--- src/rtl/sseg_scan_driver_if.sv ---
// Pattern/display bundle between the pattern generators and sseg_scan_driver.
// Optional SSEG_BLINK_EN adds the per-digit blink request.
interface sseg_scan_driver_if;
  logic [6:0] in0_i;
  logic [6:0] in1_i;
  logic [6:0] in2_i;
  logic [6:0] in3_i;
  logic [3:0] dp_i;
  logic       enable_i;
  logic [3:0] brightness_i;
`ifdef SSEG_BLINK_EN
  logic [3:0] blink_i;
`endif
  logic [3:0] an_o;
  logic [6:0] sseg_o;
  logic       dp_o;
  logic       frame_o;

`ifdef SSEG_BLINK_EN
  modport master (output in0_i, in1_i, in2_i, in3_i, dp_i, enable_i, brightness_i, blink_i,
                  input  an_o, sseg_o, dp_o, frame_o);
  modport slave  (input  in0_i, in1_i, in2_i, in3_i, dp_i, enable_i, brightness_i, blink_i,
                  output an_o, sseg_o, dp_o, frame_o);
`else
  modport master (output in0_i, in1_i, in2_i, in3_i, dp_i, enable_i, brightness_i,
                  input  an_o, sseg_o, dp_o, frame_o);
  modport slave  (input  in0_i, in1_i, in2_i, in3_i, dp_i, enable_i, brightness_i,
                  output an_o, sseg_o, dp_o, frame_o);
`endif
endinterface

--- src/rtl/sseg_scan_driver.sv ---
// Common-anode 4-digit scan driver: frame snapshot, dead time, 16-level PWM.
// Optional SSEG_BLINK_EN: per-digit blink gated by bit 7 of a frame counter.
module sseg_scan_driver #(
  parameter int SLOT_CYCLES = 100000,
  parameter int DEAD_CYCLES = 1000,
  parameter int CW          = $clog2(SLOT_CYCLES)
) (
  input  logic               clk_i,
  input  logic               rst_i,
  sseg_scan_driver_if.slave  bus
);

  typedef enum logic {ST_DEAD, ST_ON} state_t;

  state_t          state_q, state_d;
  logic [CW-1:0]   cnt_q, cnt_d;
  logic [1:0]      digit_q, digit_d;
  logic [3:0][6:0] snap_q, snap_d;
  logic [3:0]      snap_dp_q, snap_dp_d;
  logic [3:0]      an_q, an_d;
  logic [6:0]      sseg_q, sseg_d;
  logic            dp_q, dp_d;
  logic            frame_q, frame_d;
  logic            wrap, take_snap, lit;
`ifdef SSEG_BLINK_EN
  logic [3:0]      blink_snap_q, blink_snap_d;
  logic [7:0]      frame_cnt_q, frame_cnt_d;
`endif

  always_comb begin
    wrap      = (cnt_q == CW'(SLOT_CYCLES - 1));
    take_snap = (digit_q == 2'd0) && (cnt_q == '0);
    cnt_d     = wrap ? '0 : cnt_q + 1'b1;
    digit_d   = wrap ? digit_q + 2'd1 : digit_q;

    state_d = state_q;
    if (wrap)
      state_d = ST_DEAD;
    else if (cnt_q == CW'(DEAD_CYCLES - 1))
      state_d = ST_ON;

    snap_d    = take_snap ? {bus.in3_i, bus.in2_i, bus.in1_i, bus.in0_i} : snap_q;
    snap_dp_d = take_snap ? bus.dp_i : snap_dp_q;
    frame_d   = take_snap;

    // PWM phase is the low nibble of the slot counter, compared live.
    lit = (state_q == ST_ON) && bus.enable_i && (cnt_q[3:0] <= bus.brightness_i);
`ifdef SSEG_BLINK_EN
    blink_snap_d = take_snap ? bus.blink_i : blink_snap_q;
    frame_cnt_d  = frame_q ? frame_cnt_q + 8'd1 : frame_cnt_q;
    if (blink_snap_q[digit_q] && frame_cnt_q[7])
      lit = 1'b0;
`endif

    an_d   = lit ? ~(4'b0001 << digit_q) : 4'b1111;
    sseg_d = lit ? snap_q[digit_q] : 7'b1111111;
    dp_d   = lit ? snap_dp_q[digit_q] : 1'b1;
  end

  always_ff @(posedge clk_i) begin
    if (rst_i) begin
      state_q   <= ST_DEAD;
      cnt_q     <= '0;
      digit_q   <= 2'd0;
      snap_q    <= {4{7'b1111111}};
      snap_dp_q <= 4'b1111;
      an_q      <= 4'b1111;
      sseg_q    <= 7'b1111111;
      dp_q      <= 1'b1;
      frame_q   <= 1'b0;
`ifdef SSEG_BLINK_EN
      blink_snap_q <= 4'b0000;
      frame_cnt_q  <= 8'd0;
`endif
    end else begin
      state_q   <= state_d;
      cnt_q     <= cnt_d;
      digit_q   <= digit_d;
      snap_q    <= snap_d;
      snap_dp_q <= snap_dp_d;
      an_q      <= an_d;
      sseg_q    <= sseg_d;
      dp_q      <= dp_d;
      frame_q   <= frame_d;
`ifdef SSEG_BLINK_EN
      blink_snap_q <= blink_snap_d;
      frame_cnt_q  <= frame_cnt_d;
`endif
    end
  end

  assign bus.an_o    = an_q;
  assign bus.sseg_o  = sseg_q;
  assign bus.dp_o    = dp_q;
  assign bus.frame_o = frame_q;

endmodule
--- src/flat_wrapper.sv ---
// flat-port wrapper written by rule: the top's interface ports become plain ports
module sseg_scan_driver_flat 
#(
  parameter int SLOT_CYCLES = 100000,
  parameter int DEAD_CYCLES = 1000,
  parameter int CW          = $clog2(SLOT_CYCLES)
)
  (clk_i, rst_i, bus_in0_i, bus_in1_i, bus_in2_i, bus_in3_i, bus_dp_i, bus_enable_i, bus_brightness_i, bus_an_o, bus_sseg_o, bus_dp_o, bus_frame_o);
  sseg_scan_driver_if bus_i ();
  input  logic clk_i;
  input  logic rst_i;
  input wire logic [$bits(bus_i.in0_i)-1:0] bus_in0_i;
  input wire logic [$bits(bus_i.in1_i)-1:0] bus_in1_i;
  input wire logic [$bits(bus_i.in2_i)-1:0] bus_in2_i;
  input wire logic [$bits(bus_i.in3_i)-1:0] bus_in3_i;
  input wire logic [$bits(bus_i.dp_i)-1:0] bus_dp_i;
  input wire logic [$bits(bus_i.enable_i)-1:0] bus_enable_i;
  input wire logic [$bits(bus_i.brightness_i)-1:0] bus_brightness_i;
  output wire logic [$bits(bus_i.an_o)-1:0] bus_an_o;
  output wire logic [$bits(bus_i.sseg_o)-1:0] bus_sseg_o;
  output wire logic [$bits(bus_i.dp_o)-1:0] bus_dp_o;
  output wire logic [$bits(bus_i.frame_o)-1:0] bus_frame_o;
  assign bus_i.in0_i = bus_in0_i;
  assign bus_i.in1_i = bus_in1_i;
  assign bus_i.in2_i = bus_in2_i;
  assign bus_i.in3_i = bus_in3_i;
  assign bus_i.dp_i = bus_dp_i;
  assign bus_i.enable_i = bus_enable_i;
  assign bus_i.brightness_i = bus_brightness_i;
  assign bus_an_o = bus_i.an_o;
  assign bus_sseg_o = bus_i.sseg_o;
  assign bus_dp_o = bus_i.dp_o;
  assign bus_frame_o = bus_i.frame_o;
  sseg_scan_driver #(.SLOT_CYCLES(SLOT_CYCLES), .DEAD_CYCLES(DEAD_CYCLES), .CW(CW)) u_core (.clk_i(clk_i), .rst_i(rst_i), .bus(bus_i));
endmodule
--- config.mk ---
export PLATFORM = sky130hd
export DESIGN_NAME = sseg_scan_driver_flat
export DESIGN_NICKNAME = d
export VERILOG_FILES = /design/src/rtl/sseg_scan_driver_if.sv /design/src/rtl/sseg_scan_driver.sv /design/src/flat_wrapper.sv
export SDC_FILE = /design/constraint.sdc
export NUM_CORES = 1
export LEC_CHECK = 0
export CAP_MARGIN = 40
export CORE_MARGIN = 4
export CORE_UTILIZATION = 50
export DETAILED_ROUTE_END_ITERATION = 8
export PLACE_DENSITY = 0.74
export SYNTH_ARGS = -nofsm -noshare
export SYNTH_HDL_FRONTEND = slang
export SYNTH_SLANG_ARGS = --single-unit
export TNS_END_PERCENT = 30
--- constraint.sdc ---
create_clock -name clk_i -period 2.65 [get_ports clk_i]
set_clock_uncertainty 0.05 [all_clocks]
set_input_delay 0.265 -clock clk_i [delete_from_list [all_inputs] [get_ports clk_i]]
set_output_delay 0.265 -clock clk_i [all_outputs]
set_load 0.05 [all_outputs]
==> results of run 1 <==
## routing by layer
metal,up-vias,part of all wire (%),GRT usage [%]
met1,1041,48,22.6
met3,9,5.0,3.30
met2,54,45,26.7
li1,1164,-,-
met5,-,0,0
met4,0,1.8,8.63
## Yosys cell counts (all sizes together)
library cell / n / area (um2)
clkbuf: 12 / 46.3
nand3: 10 / 50.1
buf: 9 / 97.6
mux4: 8 / 180
a32o: 1 / 10.0
inv: 8 / 30.0
nor2: 91 / 342
o21ai: 5 / 25.0
nor4b: 1 / 8.76
xnor2: 7 / 61.3
nand2: 14 / 55.1
or3: 2 / 12.5
and4b: 1 / 10.0
xor2: 6 / 52.6
and3: 1 / 6.26
a21oi: 5 / 25.0
nor4: 2 / 12.5
and4: 3 / 27.5
a21o: 1 / 7.51
nor3: 6 / 35.0
nand4: 8 / 56.3
or2: 1 / 6.26
nor2b: 2 / 12.5
mux2i: 32 / 320
dfxtp: 65 / 1300
and2: 3 / 18.8
or4: 3 / 30.0
ha: 10 / 125
a31oi: 1 / 6.26
## power groups by stage
stage	logic (W)	registers (W)	clock network (W)
global route	0.000294	0.00107	0.000854
detailed placement	0.000269	0.00109	0
floorplan	0.000205	0.00108	0
CTS	0.000271	0.00107	0.000813
global placement	0.000264	0.00109	0
finish	0.000269	0.00107	0.000801
## worst max-delay path by stage
stage	slack, ns	to	cells after the start	start
CTS	0.63	u_core.cnt_q[16]$_SDFF_PP0_	5	u_core.cnt_q[1]$_SDFF_PP0_
floorplan	0.80	u_core.cnt_q[16]$_SDFF_PP0_	5	u_core.cnt_q[0]$_SDFF_PP0_
global route	0.51	u_core.cnt_q[16]$_SDFF_PP0_	5	u_core.cnt_q[1]$_SDFF_PP0_
global placement	0.68	u_core.bus.an_o[1]$_SDFF_PP1_	7	bus_brightness_i[1]
detailed placement	0.62	u_core.bus.an_o[0]$_SDFF_PP1_	7	bus_brightness_i[1]
finish	0.63	u_core.cnt_q[16]$_SDFF_PP0_	5	u_core.cnt_q[0]$_SDFF_PP0_
## cell families after synthesis
kind of cell               synth area share (%)
and+or+nand+nor                            23.0
adders and majority gates                  4.21
xor gates and xnor gates                   3.83
buffers and inverters                      5.85
muxes                                      16.8
DFF                                        43.8
AOI/OAI and AO/OA                          2.48
## layout make-up
| type | count | share of cell area [%] |
|---|---|---|
| inverters | 8 | 0.822 |
| clock inverters | 6 | 1.64 |
| well taps | 72 | 2.47 |
| multi-input cells | 224 | 41.0 |
| flip-flops and latches | 65 | 35.6 |
| clock buffers | 9 | 3.39 |
| repair buffers | 55 | 15.0 |
## worst max-delay path, delay by kind of cell, from the launching register on
family                   cells  cell delay (ns)
AND/OR/NAND/NOR              3             1.07
adder cells (fa/ha/maj)      1             0.28
AO/OA/AOI/OAI                1             0.15
flip-flops                   1             0.40
## registers in the layout, indices dropped and copies added, names as in the netlist
register            cells
u_core.bus.sseg_o       7
u_core.snap_q          28
u_core.bus.frame_o      1
u_core.cnt_q           17
u_core.bus.dp_o         1
u_core.state_q          1
u_core.snap_dp_q        4
u_core.bus.an_o         4
u_core.digit_q          2
## stage by stage
step	power (W)	area (um2)	setup WS, ns
floorplan	0.00129	2970	0.804
global placement	0.00135	3470	0.679
detailed placement	0.00136	3470	0.620
CTS	0.00215	3650	0.630
global route	0.00222	3650	0.512
finish	0.00214	3650	0.633
==> results.py, run 1 <==
metrics = {
    "run_status": {
        "status": "finished, final reports clean",
    },
    "logic_synthesis": {
        "seq_area_frac_synth_pct": 43.8,
        "mappedNetlistNets": 367,
        "syn_area_um2": 2970,
        "synth_area_per_cell_um2": 9.34,
        "ys_seq_elements": 65,
        "yosysWarnings": 0,
        "synthCells": 318,
        "synth.distinct_cells": 39,
    },
    "timing": {
        "max_slew.worst_pin.slew_ns": 0.591,
        "rsz0062_at_grt": "false",
        "final.setup.tns_ns": 0,
        "whs_ns": 0.117,
        "max_freq_ghz": 0.496,
        "drv_slew": 0,
        "hold_violations": 0,
        "relSlewSlack_pct": 60.6,
        "setup_viol": 0,
        "period_share_pct": 76.1,
        "period_minus_slack_ns": 2.02,
    },
    "clock_network": {
        "clock_latency_ns": 0.34,
        "cts_root_buf": "clkbuf_8",
        "htree_levels": 3,
        "cts_num_sinks": 65,
        "ctsResizeCount": 0,
        "cts_hold_buf": 0,
        "clk_pin_slew_ns": 0.07,
        "post_cts_buffers": 0,
        "numCtsBuffers": 9,
        "cts_buffer_depth": 2,
        "cts_tree": "yes",
    },
    "finish": {
        "layout-drive-gt1-share_pct": 9.81,
        "final_cell_mix": "nor2_1 (91), dfxtp_1 (65), clkdlybuf4s50_1 (50)",
        "n_fill_cell": 470,
        "n_antenna_cell": 0,
        "ff_latch_area_um2": 1300,
        "multiInputGateArea_um2": 1500,
        "final_common_cell": "nor2_1",
        "nNetsFinal": 412,
        "layoutNonFillerInstCount": 439,
        "area_growth_pct": 22.9,
        "final_util_pct": 64.7,
    },
    "power_and_ir_drop": {
        "p_leak_nw": 1.43,
        "netSwitchingPower_w": 0.000530,
        "power.density_nw_per_um2": 585,
        "p_int_w": 0.00161,
        "switching_share_pct": 24.8,
        "share_comb_of_total_power_pct": 12.6,
        "ir_worst_vdd_v": 0.000348,
        "clockPowerShare_pct": 37.5,
        "seqPwrFrac_pct": 50.0,
    },
    "routing": {
        "firstDrtPassIters": 4,
        "initialDrtViolationCount": 109,
        "drc": 0,
        "routedWlPerCell_um": 13.2,
        "via_count": 2268,
        "drt-total-wl_um": 5800,
        "drt-vias-per-instance": 5.17,
        "ant_nets": 0,
    },
    "min_path": {
        "hold_path.class": "input port to flop",
        "hp-start": "rst_i",
        "min_to": "u_core.digit_q[1]$_SDFFE_PP0N_",
        "hold_depth": 2,
    },
    "worst_setup_path": {
        "crit_type": "flop to flop",
        "critPathCaptureType": "flop",
        "reg2regPathDepth": 5,
        "path_max_fanout": 5,
        "path_cells": "ha_1, nand4_2, or4_4, or3_1, a21oi_1",
        "ff2ff_setup_slack_ns": 0.63,
        "cp.arrival_ns": 2.23,
        "worstReg2RegEnd": "u_core.cnt_q[16]$_SDFF_PP0_",
        "cp_slowest_cell": "or4_4",
        "r2r-start": "u_core.cnt_q[0]$_SDFF_PP0_",
        "start_kind": "flop",
        "crit_required_ns": 2.86,
        "critical_path.max_stage_delay_ns": 0.57,
    },
    "floorplanning": {
        "dieHeight_um": 85.1,
        "fp-row-count": 27,
        "core_um2": 5640,
        "io_pins": 52,
        "start_util_pct": 52.7,
        "die_area_um2": 7240,
        "dieWidth_um": 85.1,
    },
    "placed_design": {
        "dp_cells": 424,
        "place_hpwl_um": 4080,
        "portBuffers": 51,
        "gp_congestion": 0.844,
    },
    "grt": {
        "antenna_found_initial": 0,
        "grt_max_degree": 66,
        "grt_usage_pct": 17.1,
        "grt_pass1_wl_um": 9920,
        "grt.overflow.total": 0,
        "grt_pass1_vias": 2197,
    },
    "job": {
        "cap_violations": 0,
    },
}
(Power assumes the default switching activity.)
==> inputs of run 2 (changes only) <==
==> constraint.sdc (replaced) <==
create_clock -name clk_i -period 2.05 [get_ports clk_i]
set_clock_uncertainty 0.05 [all_clocks]
set_input_delay 0.205 -clock clk_i [delete_from_list [all_inputs] [get_ports clk_i]]
set_output_delay 0.205 -clock clk_i [all_outputs]
set_load 0.05 [all_outputs]
==> run 2 against run 1 <==
Net effect:
- cell area rose by 2.3%
- worst hold slack got worse by 0.051 ns
- core utilization rose by 1.5 points
- critical endpoint is now u_core.snap_q[7]$_SDFFE_PP1P_
- register-to-register slack got worse by 0.54 ns
- sequential share of layout area fell by 0.80 points
- combinational power rose by 36%
- global-route usage did not move
==> results.py, run 2 (synthesis results as in run 1) <==
metrics = {
    "routing": {
        "ant_nets": 0,
        "via_count": 2306,
        "drt-vias-per-instance": 5.15,
        "drc": 0,
        "routedWlPerCell_um": 13.2,
        "drt-total-wl_um": 5910,
        "firstDrtPassIters": 4,
        "initialDrtViolationCount": 110,
    },
    "timing": {
        "max_freq_ghz": 0.510,
        "relSlewSlack_pct": 60.8,
        "hold_violations": 0,
        "whs_ns": 0.0666,
        "setup_viol": 0,
        "period_minus_slack_ns": 1.96,
        "rsz0062_at_grt": "false",
        "max_slew.worst_pin.slew_ns": 0.588,
        "period_share_pct": 95.6,
        "drv_slew": 0,
        "setup_slack_ns": 0.0911,
        "final.setup.tns_ns": 0,
    },
    "finish": {
        "nNetsFinal": 420,
        "ff_latch_area_um2": 1300,
        "final_common_cell": "nor2_1",
        "multiInputGateArea_um2": 1500,
        "n_fill_cell": 454,
        "n_antenna_cell": 0,
        "final_util_pct": 66.2,
        "layout-drive-gt1-share_pct": 11.7,
        "final_cell_mix": "nor2_1 (91), dfxtp_1 (65), clkdlybuf4s50_1 (50)",
        "largest_reg_flops": 28,
        "top_register": "u_core.snap_q",
        "area_growth_pct": 25.7,
    },
    "worst_setup_path": {
        "path_max_fanout": 17,
        "crit_required_ns": 2.26,
        "crit_type": "flop to flop",
        "reg2regPathDepth": 5,
        "cp.arrival_ns": 2.17,
        "start_kind": "flop",
        "critPathCaptureType": "flop",
    },
    "floorplanning": {
        "dieHeight_um": 85.1,
        "die_area_um2": 7240,
        "start_util_pct": 52.7,
        "dieWidth_um": 85.1,
        "io_pins": 52,
        "fp-row-count": 27,
        "core_um2": 5640,
    },
    "placed_design": {
        "pre_cts_ws_ns": 0.0889,
        "portBuffers": 51,
        "place_hpwl_um": 4220,
        "gp_congestion": 0.861,
    },
    "power_and_ir_drop": {
        "seqPwrFrac_pct": 48.9,
        "ir_worst_vdd_v": 0.000509,
        "p_int_w": 0.00211,
        "netSwitchingPower_w": 0.000710,
        "switching_share_pct": 25.2,
        "clockPowerShare_pct": 38.0,
        "power.density_nw_per_um2": 755,
        "share_comb_of_total_power_pct": 13.0,
        "p_leak_nw": 1.48,
    },
    "clock_network": {
        "cts_root_buf": "clkbuf_8",
        "cts_tree": "yes",
        "numCtsBuffers": 9,
        "post_cts_buffers": 0,
        "cts_buffer_depth": 2,
        "htree_levels": 3,
        "clk_pin_slew_ns": 0.08,
        "ctsResizeCount": 0,
        "cts_num_sinks": 65,
        "clock_latency_ns": 0.34,
        "cts_hold_buf": 0,
    },
    "job": {
        "cap_violations": 0,
    },
    "grt": {
        "grt_usage_pct": 17.1,
        "grt_pass1_wl_um": 10000,
        "grt.overflow.total": 0,
        "grt_pass1_vias": 2260,
        "grt_max_degree": 65,
        "antenna_found_initial": 0,
    },
    "min_path": {
        "hold_depth": 2,
        "hold_path.class": "input port to flop",
    },
    "run_status": {
        "status": "finished, final reports clean",
    },
}
## run 2: cell types whose count changed in the layout (fill, tap and decap cells not counted)
cell	change
inv_6	+1
buf_4	+7
clkinv_4	+1
clkinv_2	-2
buf_12	+1
clkbuf_1	+1
## run 2: worst max-delay path, stage by stage, from the launching register on
cell	delay, ns
dfxtp_1	0.36
or4_1	0.55
nor3_2	0.14
and4_2	0.36
buf_12	0.20
mux2i_1	0.21
## run 2: cell type report
class / instances / area share [%]
clock inverters: 6 / 1.81
inverters: 8 / 0.804
well taps: 72 / 2.41
multi-input cells: 224 / 40.1
repair buffers: 63 / 16.6
flip-flops and latches: 65 / 34.8
clock buffers: 10 / 3.42
## run 2: power by group through the flow
stage          sequential, W  combinational (W)  clock, W
2_1_floorplan        0.00140           0.000266         0
3_3_place_gp         0.00140           0.000361         0
3_5_place_dp         0.00141           0.000367         0
4_1_cts              0.00138           0.000369   0.00109
5_1_grt              0.00139           0.000400   0.00114
6_report             0.00138           0.000367   0.00107
## run 2: worst paths after layout
kind,from,endpoint,slack (ns)
worst max register to register,u_core.cnt_q[4]$_SDFF_PP0_,u_core.snap_q[7]$_SDFFE_PP1P_,0.09
worst max-delay path,u_core.cnt_q[4]$_SDFF_PP0_,u_core.snap_q[7]$_SDFFE_PP1P_,0.09
worst min register to register,u_core.state_q$_SDFFE_PP0N_,u_core.state_q$_SDFFE_PP0N_,0.44
worst min-delay path,rst_i,u_core.digit_q[1]$_SDFFE_PP0N_,0.07
## run 2: layer usage
metal / track usage [%] / part of all wire (%) / routed length (um)
met1: 22.8 / 49 / 2880
met5: 0 / 0 / 0
met4: 8.20 / 1.8 / 106
met3: 3.20 / 4.5 / 268
met2: 26.7 / 45 / 2650
## run 2: metrics by stage
stage,std cells,total power [W],instance area [um2]
final,448,0.00282,3730
after global routing,448,0.00293,3730
after CTS,448,0.00284,3730
after detailed placement,432,0.00177,3540
after global placement,432,0.00176,3540
after floorplan,318,0.00167,2970
==> inputs of run 3 (changes only) <==
--- a/config.mk
+++ b/config.mk
@@ -6,10 +6,12 @@
 export NUM_CORES = 1
 export LEC_CHECK = 0
 export CAP_MARGIN = 40
-export CORE_MARGIN = 4
+export CORE_MARGIN = 2
 export CORE_UTILIZATION = 50
 export DETAILED_ROUTE_END_ITERATION = 8
+export GPL_ROUTABILITY_DRIVEN = 0
 export PLACE_DENSITY = 0.74
+export SLEW_MARGIN = 30
 export SYNTH_ARGS = -nofsm -noshare
 export SYNTH_HDL_FRONTEND = slang
 export SYNTH_SLANG_ARGS = --single-unit
==> run 3 against run 2 <==
Net effect:
- cell area increased by 0.54%
- highest routed layer unchanged
- critical path type unchanged
- critical endpoint is now u_core.cnt_q[16]$_SDFF_PP0_
- register-to-register slack hardly changed
- first-iteration DRC count down 12%
- core utilization decreased by 1.6 points
- clock power grew 9%
- die area down 9.2%
- via count fell by 1.4%
- sequential cell count unchanged
- sequential share of layout area shrank 0.19 points
- power is 3.4% higher
- fmax rose by 0.63%
==> results.py, run 3 (synthesis results as in run 1) <==
metrics = {
    "run_status": {
        "status": "finished, final reports clean",
    },
    "timing": {
        "hold_violations": 0,
        "setup_viol": 0,
        "period_share_pct": 95.0,
        "final.setup.tns_ns": 0,
        "drv_slew": 0,
        "period_minus_slack_ns": 1.95,
        "max_freq_ghz": 0.514,
        "max_slew.worst_pin.slew_ns": 0.589,
        "relSlewSlack_pct": 60.8,
        "rsz0062_at_grt": "false",
    },
    "grt": {
        "grt.overflow.total": 0,
        "grt_pass1_vias": 2163,
        "antenna_found_initial": 0,
        "grt_max_degree": 66,
        "grt_usage_pct": 19.1,
        "grt_pass1_wl_um": 9500,
    },
    "placed_design": {
        "portBuffers": 51,
        "place_hpwl_um": 4090,
    },
    "finish": {
        "largest_reg_flops": 28,
        "final_util_pct": 64.6,
        "nNetsFinal": 420,
        "final_cell_mix": "nor2_1 (91), dfxtp_1 (65), clkdlybuf4s50_1 (50)",
        "layout-drive-gt1-share_pct": 11.4,
        "n_fill_cell": 502,
        "top_register": "u_core.snap_q",
        "area_growth_pct": 26.4,
        "final_common_cell": "nor2_1",
        "n_antenna_cell": 0,
    },
    "clock_network": {
        "ctsResizeCount": 0,
        "cts_tree": "yes",
        "cts_hold_buf": 0,
        "post_cts_buffers": 0,
        "cts_root_buf": "clkbuf_8",
        "numCtsBuffers": 9,
        "cts_buffer_depth": 2,
        "cts_num_sinks": 65,
        "htree_levels": 3,
        "clock_latency_ns": 0.35,
        "clk_pin_slew_ns": 0.07,
    },
    "routing": {
        "drc": 0,
        "initialDrtViolationCount": 97,
        "routedWlPerCell_um": 12.6,
        "via_count": 2274,
        "ant_nets": 0,
        "drt-total-wl_um": 5700,
        "drt-vias-per-instance": 5.04,
        "firstDrtPassIters": 4,
    },
    "floorplanning": {
        "start_util_pct": 51.1,
        "dieWidth_um": 81.1,
        "io_pins": 52,
        "dieHeight_um": 81.1,
        "core_um2": 5820,
        "fp-row-count": 28,
        "die_area_um2": 6580,
    },
    "power_and_ir_drop": {
        "ir_worst_vdd_v": 0.000493,
        "p_leak_nw": 1.48,
        "power.density_nw_per_um2": 776,
    },
    "worst_setup_path": {
        "reg2regPathDepth": 5,
        "cp.arrival_ns": 2.17,
        "crit_required_ns": 2.28,
        "path_max_fanout": 5,
        "start_kind": "flop",
        "ff2ff_setup_slack_ns": 0.10,
        "cp-startpoint": "u_core.cnt_q[1]$_SDFF_PP0_",
        "critPathCaptureType": "flop",
        "r2r-start": "u_core.cnt_q[1]$_SDFF_PP0_",
        "crit_type": "flop to flop",
    },
    "job": {
        "cap_violations": 0,
    },
    "min_path": {
        "hp-start": "rst_i",
        "hold_path.class": "input port to flop",
        "hold_depth": 2,
    },
}
run 3: critical path, cell delays in order (launching register included):
cell	delay, ns
dfxtp_1	0.41
ha_1	0.23
nand4_2	0.12
or4_4	0.57
or3_1	0.35
a21oi_1	0.14
run 3: metrics by stage:
| stage | worst slack (ns) | hold WS [ns] | power (W) | instances | cell area, um2 |
|---|---|---|---|---|---|
| after global placement | 0.140 | 0.405 | 0.00176 | 435 | 3540 |
| after detailed placement | 0.0353 | 0.405 | 0.00177 | 435 | 3540 |
| after floorplan | 0.204 | 0.322 | 0.00167 | 318 | 2970 |
| final | 0.103 | 0.0515 | 0.00291 | 451 | 3750 |
| after global routing | 0.00256 | 0.0593 | 0.00304 | 451 | 3750 |
| after CTS | 0.100 | 0.0341 | 0.00295 | 451 | 3750 |
run 3: routing by layer:
metal	track usage, %	vias to the layer above	wire length [um]
li1	-	1172	-
met1	24.4	1036	2820
met2	29.8	55	2500
met3	5.44	11	253
met4	9.15	0	118
met5	0	-	0
run 3: final cells by class:
cell class | instances | area, um2 | area share [%]
Tap cell | 75 | 93.8 | 2.50
Sequential cell | 65 | 1300 | 34.7
Inverter | 8 | 30.0 | 0.800
Timing Repair Buffer | 63 | 621 | 16.5
Clock inverter | 5 | 80.1 | 2.13
Multi-Input combinational cell | 224 | 1500 | 39.9
Clock buffer | 11 | 131 | 3.50
run 3: where the power goes:
part	switching (W)	internal, W	total (W)
sequential	0.0000388	0.00134	0.00138
clock	0.000487	0.000683	0.00117
combinational	0.000162	0.000207	0.000369
run 3: final timing paths:
check                                                 endpoint
worst max-delay path               u_core.cnt_q[16]$_SDFF_PP0_
worst min-delay path            u_core.digit_q[0]$_SDFFE_PP0N_
worst max register to register     u_core.cnt_q[16]$_SDFF_PP0_
worst min register to register      u_core.cnt_q[0]$_SDFF_PP0_
